==> src/rtl/zmips_pkg.sv <==
// Shared zmips write-back definitions: special register addresses, round-robin
// state and the write-back request record.
package zmips_pkg;

    localparam int unsigned WB_ADDR_W = 5;
    localparam int unsigned WB_DATA_W = 32;

    localparam logic [WB_ADDR_W-1:0] REG_PC_CUR   = 5'd31;
    localparam logic [WB_ADDR_W-1:0] REG_PC_SAVED = 5'd30;
    localparam int unsigned          NUM_GPR      = 30;

    // Which requester won the most recent transfer
    typedef enum logic {
        LAST_ALU = 1'b0,
        LAST_MEM = 1'b1
    } rr_state_e;

    typedef struct packed {
        logic [WB_ADDR_W-1:0] addr;
        logic [WB_DATA_W-1:0] data;
    } wb_req_t;

endpackage

==> src/rtl/zmips_scoreboard.sv <==
// Pending-write scoreboard: one bit per writable GPR, set on issue, cleared by
// the registered write-back; drives the decode-stage RAW hazard flags.
module zmips_scoreboard #(
    parameter int unsigned ADDR_W  = 5,
    parameter int unsigned NUM_GPR = 30
) (
    input  logic              clk,
    input  logic              rst,
    input  logic              i_set_valid,
    input  logic [ADDR_W-1:0] i_set_addr,
    input  logic              i_clr_valid,
    input  logic [ADDR_W-1:0] i_clr_addr,
    input  logic [ADDR_W-1:0] i_rd_addr_0,
    input  logic [ADDR_W-1:0] i_rd_addr_1,
    output logic              o_hazard_0,
    output logic              o_hazard_1
);

    logic [NUM_GPR-1:0] r_pending;
    logic [NUM_GPR-1:0] w_pending_next;

    // Next pending vector; set is applied after clear so a same-cycle set wins.
    // Addresses at or above NUM_GPR never match a bit and are ignored.
    always_comb begin
        w_pending_next = r_pending;
        for (int i = 0; i < NUM_GPR; i++) begin
            if (i_clr_valid && (i_clr_addr == ADDR_W'(i))) begin
                w_pending_next[i] = 1'b0;
            end
            if (i_set_valid && (i_set_addr == ADDR_W'(i))) begin
                w_pending_next[i] = 1'b1;
            end
        end
    end

    // Pending register, cleared asynchronously
    always_ff @(posedge clk or posedge rst) begin
        if (rst) begin
            r_pending <= '0;
        end else begin
            r_pending <= w_pending_next;
        end
    end

    // Hazard lookups; PC-special addresses always read as not pending
    always_comb begin
        o_hazard_0 = 1'b0;
        o_hazard_1 = 1'b0;
        for (int i = 0; i < NUM_GPR; i++) begin
            if (i_rd_addr_0 == ADDR_W'(i)) begin
                o_hazard_0 = r_pending[i];
            end
            if (i_rd_addr_1 == ADDR_W'(i)) begin
                o_hazard_1 = r_pending[i];
            end
        end
    end

endmodule

==> src/rtl/zmips_wb_arbiter.sv <==
// Write-back arbiter: round-robin grant between ALU and load write-back onto the
// single register-file write port, with a registered write stage and scoreboard.
module zmips_wb_arbiter
    import zmips_pkg::*;
#(
    parameter int unsigned DATA_W  = 32,
    parameter int unsigned ADDR_W  = 5,
    parameter int unsigned NUM_GPR = zmips_pkg::NUM_GPR
) (
    input  logic              clk,
    input  logic              rst,
    input  logic              i_alu_valid,
    output logic              o_alu_ready,
    input  logic [ADDR_W-1:0] i_alu_addr,
    input  logic [DATA_W-1:0] i_alu_data,
    input  logic              i_mem_valid,
    output logic              o_mem_ready,
    input  logic [ADDR_W-1:0] i_mem_addr,
    input  logic [DATA_W-1:0] i_mem_data,
    input  logic              i_hold,
    input  logic              i_issue_valid,
    input  logic [ADDR_W-1:0] i_issue_addr,
    input  logic [ADDR_W-1:0] i_rd_addr_0,
    input  logic [ADDR_W-1:0] i_rd_addr_1,
    output logic              o_hazard_0,
    output logic              o_hazard_1,
    output logic              o_wr,
    output logic [ADDR_W-1:0] o_wr_addr,
    output logic [DATA_W-1:0] o_wr_data
);

    rr_state_e         r_last;
    rr_state_e         w_last_next;
    logic              w_alu_grant;
    logic              w_mem_grant;
    logic              w_xfer;
    logic              w_sel_gpr;
    wb_req_t           w_sel;
    logic              r_wr;
    logic [ADDR_W-1:0] r_wr_addr;
    logic [DATA_W-1:0] r_wr_data;

    // Grant and round-robin next state; no grant during reset or hold
    always_comb begin
        w_alu_grant = 1'b0;
        w_mem_grant = 1'b0;
        w_last_next = r_last;
        if (!rst && !i_hold) begin
            if (i_alu_valid && (!i_mem_valid || (r_last == LAST_MEM))) begin
                w_alu_grant = 1'b1;
            end else if (i_mem_valid) begin
                w_mem_grant = 1'b1;
            end
        end
        if (w_alu_grant) begin
            w_last_next = LAST_ALU;
        end else if (w_mem_grant) begin
            w_last_next = LAST_MEM;
        end
    end

    // Mux the granted request; writes to PC-special registers are dropped
    always_comb begin
        w_xfer    = w_alu_grant || w_mem_grant;
        w_sel     = '0;
        w_sel.addr = w_mem_grant ? i_mem_addr : i_alu_addr;
        w_sel.data = w_mem_grant ? i_mem_data : i_alu_data;
        w_sel_gpr = (32'(w_sel.addr) < NUM_GPR);
    end

    // Round-robin state register; reset to LAST_MEM so the ALU wins first
    always_ff @(posedge clk or posedge rst) begin
        if (rst) begin
            r_last <= LAST_MEM;
        end else begin
            r_last <= w_last_next;
        end
    end

    // Registered write port; reset discards any in-flight write
    always_ff @(posedge clk or posedge rst) begin
        if (rst) begin
            r_wr      <= 1'b0;
            r_wr_addr <= '0;
            r_wr_data <= '0;
        end else begin
            r_wr <= w_xfer && w_sel_gpr;
            if (w_xfer && w_sel_gpr) begin
                r_wr_addr <= w_sel.addr;
                r_wr_data <= w_sel.data;
            end
        end
    end

    zmips_scoreboard #(
        .ADDR_W  (ADDR_W),
        .NUM_GPR (NUM_GPR)
    ) u_scoreboard (
        .clk         (clk),
        .rst         (rst),
        .i_set_valid (i_issue_valid),
        .i_set_addr  (i_issue_addr),
        .i_clr_valid (r_wr),
        .i_clr_addr  (r_wr_addr),
        .i_rd_addr_0 (i_rd_addr_0),
        .i_rd_addr_1 (i_rd_addr_1),
        .o_hazard_0  (o_hazard_0),
        .o_hazard_1  (o_hazard_1)
    );

    assign o_alu_ready = w_alu_grant;
    assign o_mem_ready = w_mem_grant;
    assign o_wr        = r_wr;
    assign o_wr_addr   = r_wr_addr;
    assign o_wr_data   = r_wr_data;

endmodule

==> config.mk <==
export PLATFORM = sky130hd
export DESIGN_NAME = zmips_wb_arbiter
export DESIGN_NICKNAME = d
export VERILOG_FILES = /design/src/rtl/zmips_pkg.sv /design/src/rtl/zmips_scoreboard.sv /design/src/rtl/zmips_wb_arbiter.sv
export SDC_FILE = /design/constraint.sdc
export NUM_CORES = 1
export LEC_CHECK = 0
export CAP_MARGIN = 10
export CORE_MARGIN = 5
export CORE_UTILIZATION = 42
export DETAILED_ROUTE_END_ITERATION = 10
export GPL_ROUTABILITY_DRIVEN = 0
export PLACE_DENSITY = 0.75
export SLEW_MARGIN = 30
export SYNTH_ARGS = -nofsm -noshare
export SYNTH_HDL_FRONTEND = slang
export SYNTH_SLANG_ARGS = --single-unit
==> constraint.sdc <==
create_clock -name clk -period 5.75 [get_ports clk]
set_input_delay 0.575 -clock clk [delete_from_list [all_inputs] [get_ports clk]]
set_output_delay 0.575 -clock clk [all_outputs]
set_load 0.05 [all_outputs]
Word level (Yosys, flattened, before mapping)

Cells that the tools add are included.
Widths: inputs -> output; s select.

Magnitude comparators: 1
Eq/ne operators: 116
Mux-type cells: 129
Reduce and logical (&&, ||, !) cells: 103

Operators with widths:

| operator           | number |
|---|---|
| $eq 5x5->1 const B | 56 |
| $eq 5x4->1 const B | 32 |
| $mux 1             | 127 |
| $eq 5x3->1 const B | 16 |
| $logic_and 1x1->1  | 63 |
| $reduce_bool 2->1  | 31 |
| $eq 5x2->1 const B | 8 |
| $mux 32            | 1 |
| $eq 5x1->1 const B | 4 |
| $logic_not 5->1    | 4 |
| $lt 5x5->1 const B | 1 |
| $mux 5             | 1 |
| $logic_not 1->1    | 3 |
| $logic_or 1x1->1   | 2 |

Register bits: 69
Bits of input ports: 95
Logic and storage cells: 383

Longest topological paths before layout

Depth after elaboration: 31
Depth in mapped cells: 9

Cells and area by module

From an unflattened synthesis, not the netlist that was laid out.

Cells, all modules: 414
Area, all modules: 4220.3 um^2

By module, submodules not included:

| module           | times used | cells each | area each (um^2) | sequential area each (um^2) |
|---|---|---|---|---|
| zmips_scoreboard | 1          | 279        | 2158.3           | 750.7 |
| zmips_wb_arbiter | 1          | 135        | 2062.0           | 977.2 |

Worst setup path after synthesis

OpenSTA, ideal clock, no wires.

Kind: input to output
From: input i_rd_addr_1[0]
To: output o_hazard_1
Data arrival time: 2.207 ns
Slack: 2.968 ns
Stages on the path: 7
Buffers on the path: 3
Cells stage by stage: buf_2 buf_2 buf_4 mux2i_1 o31ai_1 a21oi_1 o211ai_1

Word-level cells in the longest chain between the ends: 31
Elaborated cells on any way between the ends: 60

Ends and longest elaborated chain:

| item                 | line                   | text |
|---|---|---|
| start: declaration   | zmips_wb_arbiter.sv:24 | `input logic [ADDR_W-1:0] i_rd_addr_1,` |
| $logic_not 5->1      | zmips_scoreboard.sv:53 | `if (i_rd_addr_1 == ADDR_W'(i)) begin` |
| $mux 1 (29 in a row) | zmips_scoreboard.sv:53 |  |
| $mux 1 (*)           | zmips_scoreboard.sv:53 |  |
| end: declaration     | zmips_wb_arbiter.sv:26 | `output logic o_hazard_1,` |

Every way passes the cells marked *; elsewhere a longest branch is shown, timed or not.

Worst setup path after layout

Same ends and word-level chain as after synthesis.

==> impl_metrics.py <==
metrics = {
    "run_status": {
        "outcome": "finished, final reports clean",
    },
    "placed_design": {
        "postPlaceCellArea_um2": 5410,
        "dp_hpwl_mm": 9.29,
        "numPortBuffers": 136,
    },
    "setup_path": {
        "critical_path_class": "primary input to output pin",
        "r2r_cells": 7,
        "worstSetupStartpoint": "i_rd_addr_1[0]",
        "element_type_at_the_critical_path_start": "primary input",
        "max_stage_delay_ns": 1.00,
        "timing.critical_path.slowest_stage_cell": "sky130_fd_sc_hd__clkdlybuf4s50_1",
        "timing.rr.start": "r_last$_DFFE_PP1P_",
        "cp_cell_sequence": "clkdlybuf4s50_1, a21boi_0, o311ai_0, a211oi_1, o22ai_1, o2111ai_1, o211ai_1, clkdlybuf4s50_1",
        "critical_path_arrival_ns": 3.54,
        "rrSetupSlack_ns": 3.20,
        "worstPathRequired_ns": 5.18,
        "setup.worst_path.end": "o_hazard_1",
        "critical_path_fanout_max": 25,
        "rr_endpoint": "o_wr_data[12]$_DFFE_PP0P_",
        "crit_path_end_kind": "output pin",
        "path_common_cell": "sky130_fd_sc_hd__clkdlybuf4s50_1",
    },
    "clock_tree": {
        "ctsLongestPathBuffers": 2,
        "numClockSinks": 69,
        "tritoncts": "done",
        "cts.hold.buffers_added": 0,
        "clock-root-buffer": "sky130_fd_sc_hd__clkbuf_8",
        "cts_setup_buffers": 0,
        "ctsHtreeMaxLevel": 3,
        "clock_latency_ns": 0.33,
        "cts_resized": 0,
        "cts-buffers-inserted": 9,
        "clkTransAtPathRegs_ns": 0.06,
    },
    "die": {
        "die_w_um": 108,
        "io_pins": 137,
        "die_area_um2": 11700,
        "number_of_rows_created_at_floorplan": 35,
        "die_y_um": 108,
        "initial_core_util_pct": 43.4,
        "core-area_um2": 9330,
    },
    "route": {
        "detail-route-antenna-nets": 0,
        "num_vias": 3929,
        "detail_route.vias_per_cell": 5.57,
        "drt-initial-drc-count": 212,
        "post-route-drc-count": 0,
        "detailedRoute.firstPassIterationCount": 6,
        "routed_wire_length_per_instance_um": 17.1,
        "drt_wl_total_mm": 12.1,
    },
    "timing": {
        "finalHoldViolCount": 0,
        "fmax_mhz": 243,
        "clock_skew_ns": 0.00636,
        "worst-slew-pin-transition_ns": 0.813,
        "timing.slew.headroom_pct": 45.7,
        "setup_violations_final": 0,
        "number_of_pins_exceeding_their_max_slew_limit_in_the_final_report": 0,
        "post-route-period-util_pct": 71.6,
        "totalNegativeSetupSlack_ns": 0,
        "finalCriticalPeriod_ns": 4.12,
        "grt_setup_unrepaired": "no",
    },
    "cells_and_area": {
        "fraction_of_layout_cells_with_a_size_suffix_above_1_pct": 5.03,
        "fillerInstances": 805,
        "finalInstanceArea_um2": 5590,
        "flow.area_growth_from_synthesis_pct": 38.0,
        "diodes": 0,
        "final_nets": 668,
    },
    "synth": {
        "synth_ff_type": "sky130_fd_sc_hd__dfrtp_1",
        "ys_seq_elements": 69,
        "synth_top_area_share_pct": 42.0,
        "yosys_top_cell_by_area": "sky130_fd_sc_hd__dfrtp_1",
        "number_of_instances_in_the_synthesized_netlist": 454,
        "post_synth_instance_area_um2": 4050,
        "mean_cell_area_of_the_mapped_netlist_um2": 8.92,
        "synthDistinctLibCells": 55,
        "ys_top_cells_by_area": "sky130_fd_sc_hd__dfrtp_1 (42%), sky130_fd_sc_hd__mux2i_1 (11%), sky130_fd_sc_hd__o21ai_0 (8.6%)",
        "synth-edff-count": 0,
        "ys.warnings.count": 0,
        "ys_async_sr_fraction_pct": 100,
        "synth.yosys.seq_area_share_pct": 42.6,
        "synth_fp_nets": 549,
    },
    "grt": {
        "grt_start_max_net_pins": 44,
        "wire_length_of_the_first_global_routing_pass_mm": 19.3,
        "gr-usage-all-layers_pct": 21.1,
        "gr-total-overflow": 0,
        "first_global_vias": 3941,
        "antenna_found_initial": 0,
    },
    "power_and_ir_drop": {
        "ir_worst_vdd_mv": 0.154,
        "p_leak_nw": 2.02,
        "power_density_nw_per_um2": 311,
    },
    "min_path": {
        "holdCritPathClass": "flop to flop",
    },
    "job": {
        "max_cap_violations": 0,
    },
}
## area by class of cell
class / instances / area (µm²) / share of cell area, %
Timing Repair Buffer: 139 / 1380 / 24.7
Inverter: 8 / 30.0 / 0.537
Sequential cell: 69 / 1730 / 30.9
Clock inverter: 2 / 35.0 / 0.627
Clock buffer: 12 / 145 / 2.60
Multi-Input combinational cell: 346 / 2110 / 37.8
Tap cell: 129 / 161 / 2.89
## synth_stat cells (all sizes together), types with 3 or more instances
cell type	instances
o22ai	6
nand3	15
nor3	4
o32ai	3
mux2i	43
a21oi	46
nor3b	5
nand2b	12
nand2	25
clkbuf	3
buf	28
nor2b	12
o211ai	3
nor2	52
nand4	5
inv	8
dfrtp	68
mux2	6
o21ai	73
a211oi	5
## through the flow
stage | utilization, % | power, mW | setup WS [ns] | hold slack (ns) | std cells
after detailed placement | 58.0 | 1.37 | 1.64 | 0.509 | 691
after global placement | 58.0 | 1.35 | 1.74 | 0.495 | 691
final | 59.9 | 1.74 | 1.63 | 0.519 | 705
after CTS | 60.0 | 1.74 | 1.64 | 0.520 | 705
after floorplan | - | 1.09 | 2.97 | 0.474 | 454
after global routing | 59.9 | 1.83 | 1.36 | 0.527 | 705
## state kept, by name, indices dropped and copies added, names as in the netlist
register / count
o_wr: 1
o_wr_addr: 5
o_wr_data: 32
r_last: 1
u_scoreboard.r_pending: 30
## critical path: cells and delay by family
| kind | cells | cell delay [ns] |
|---|---|---|
| AOI/OAI and AO/OA | 6 | 1.13 |
| buffers and inverters | 2 | 1.83 |
## cell families (layout without fill, tap and decap cells)
family / after synthesis / count (layout) / share of synthesized area [%]
compound gates: 156 / 156 / 22.5
buf+inv: 39 / 161 / 5.47
flops: 69 / 69 / 42.6
mux: 49 / 49 / 12.3
simple gates: 141 / 141 / 17.0
## per-layer routing
| metal | vias up | track usage, % | share of wire, % |
|---|---|---|---|
| li1 | 1875 | - | - |
| met1 | 1832 | 26.7 | 42 |
| met2 | 193 | 34.1 | 46 |
| met3 | 29 | 6.87 | 9.5 |
| met4 | 0 | 6.76 | 2.5 |
| met5 | - | 0 | 0 |
## cells in the final DEF, fill, tap and decap left out, types with 3 or more instances in the layout
master,n
sky130_fd_sc_hd__clkdlybuf4s50_1,135
sky130_fd_sc_hd__o21ai_0,70
sky130_fd_sc_hd__dfrtp_1,68
sky130_fd_sc_hd__nor2_1,49
sky130_fd_sc_hd__a21oi_1,46
sky130_fd_sc_hd__mux2i_1,43
sky130_fd_sc_hd__nand2_1,25
sky130_fd_sc_hd__nand3_1,15
sky130_fd_sc_hd__nand2b_1,12
sky130_fd_sc_hd__nor2b_1,12
sky130_fd_sc_hd__clkbuf_8,10
sky130_fd_sc_hd__inv_1,7
sky130_fd_sc_hd__o22ai_1,6
sky130_fd_sc_hd__a211oi_1,5
sky130_fd_sc_hd__nand4_1,5
sky130_fd_sc_hd__nor3_1,4
sky130_fd_sc_hd__nor3b_1,4
sky130_fd_sc_hd__mux2_1,4
sky130_fd_sc_hd__o211ai_1,3
sky130_fd_sc_hd__o32ai_1,3
sky130_fd_sc_hd__o21ai_1,3
sky130_fd_sc_hd__buf_4,3
## report_power, final
group / switching [mW] / leakage, nW / internal (mW)
Sequential: 0.126 / 0.721 / 0.602
Clock: 0.163 / 0.0923 / 0.207
Combinational: 0.387 / 1.20 / 0.254
Total: 0.676 / 2.02 / 1.06
## worst min path at each step
stage,endpoint,cells after the start,startpoint
after floorplan,u_scoreboard.r_pending[26]$_DFFE_PP0P_,2,u_scoreboard.r_pending[26]$_DFFE_PP0P_
after global placement,u_scoreboard.r_pending[26]$_DFFE_PP0P_,2,u_scoreboard.r_pending[26]$_DFFE_PP0P_
after detailed placement,r_last$_DFFE_PP1P_,2,r_last$_DFFE_PP1P_
after CTS,r_last$_DFFE_PP1P_,2,r_last$_DFFE_PP1P_
after global routing,r_last$_DFFE_PP1P_,2,r_last$_DFFE_PP1P_
final,r_last$_DFFE_PP1P_,2,r_last$_DFFE_PP1P_
Power figures use the tool's default switching activity.
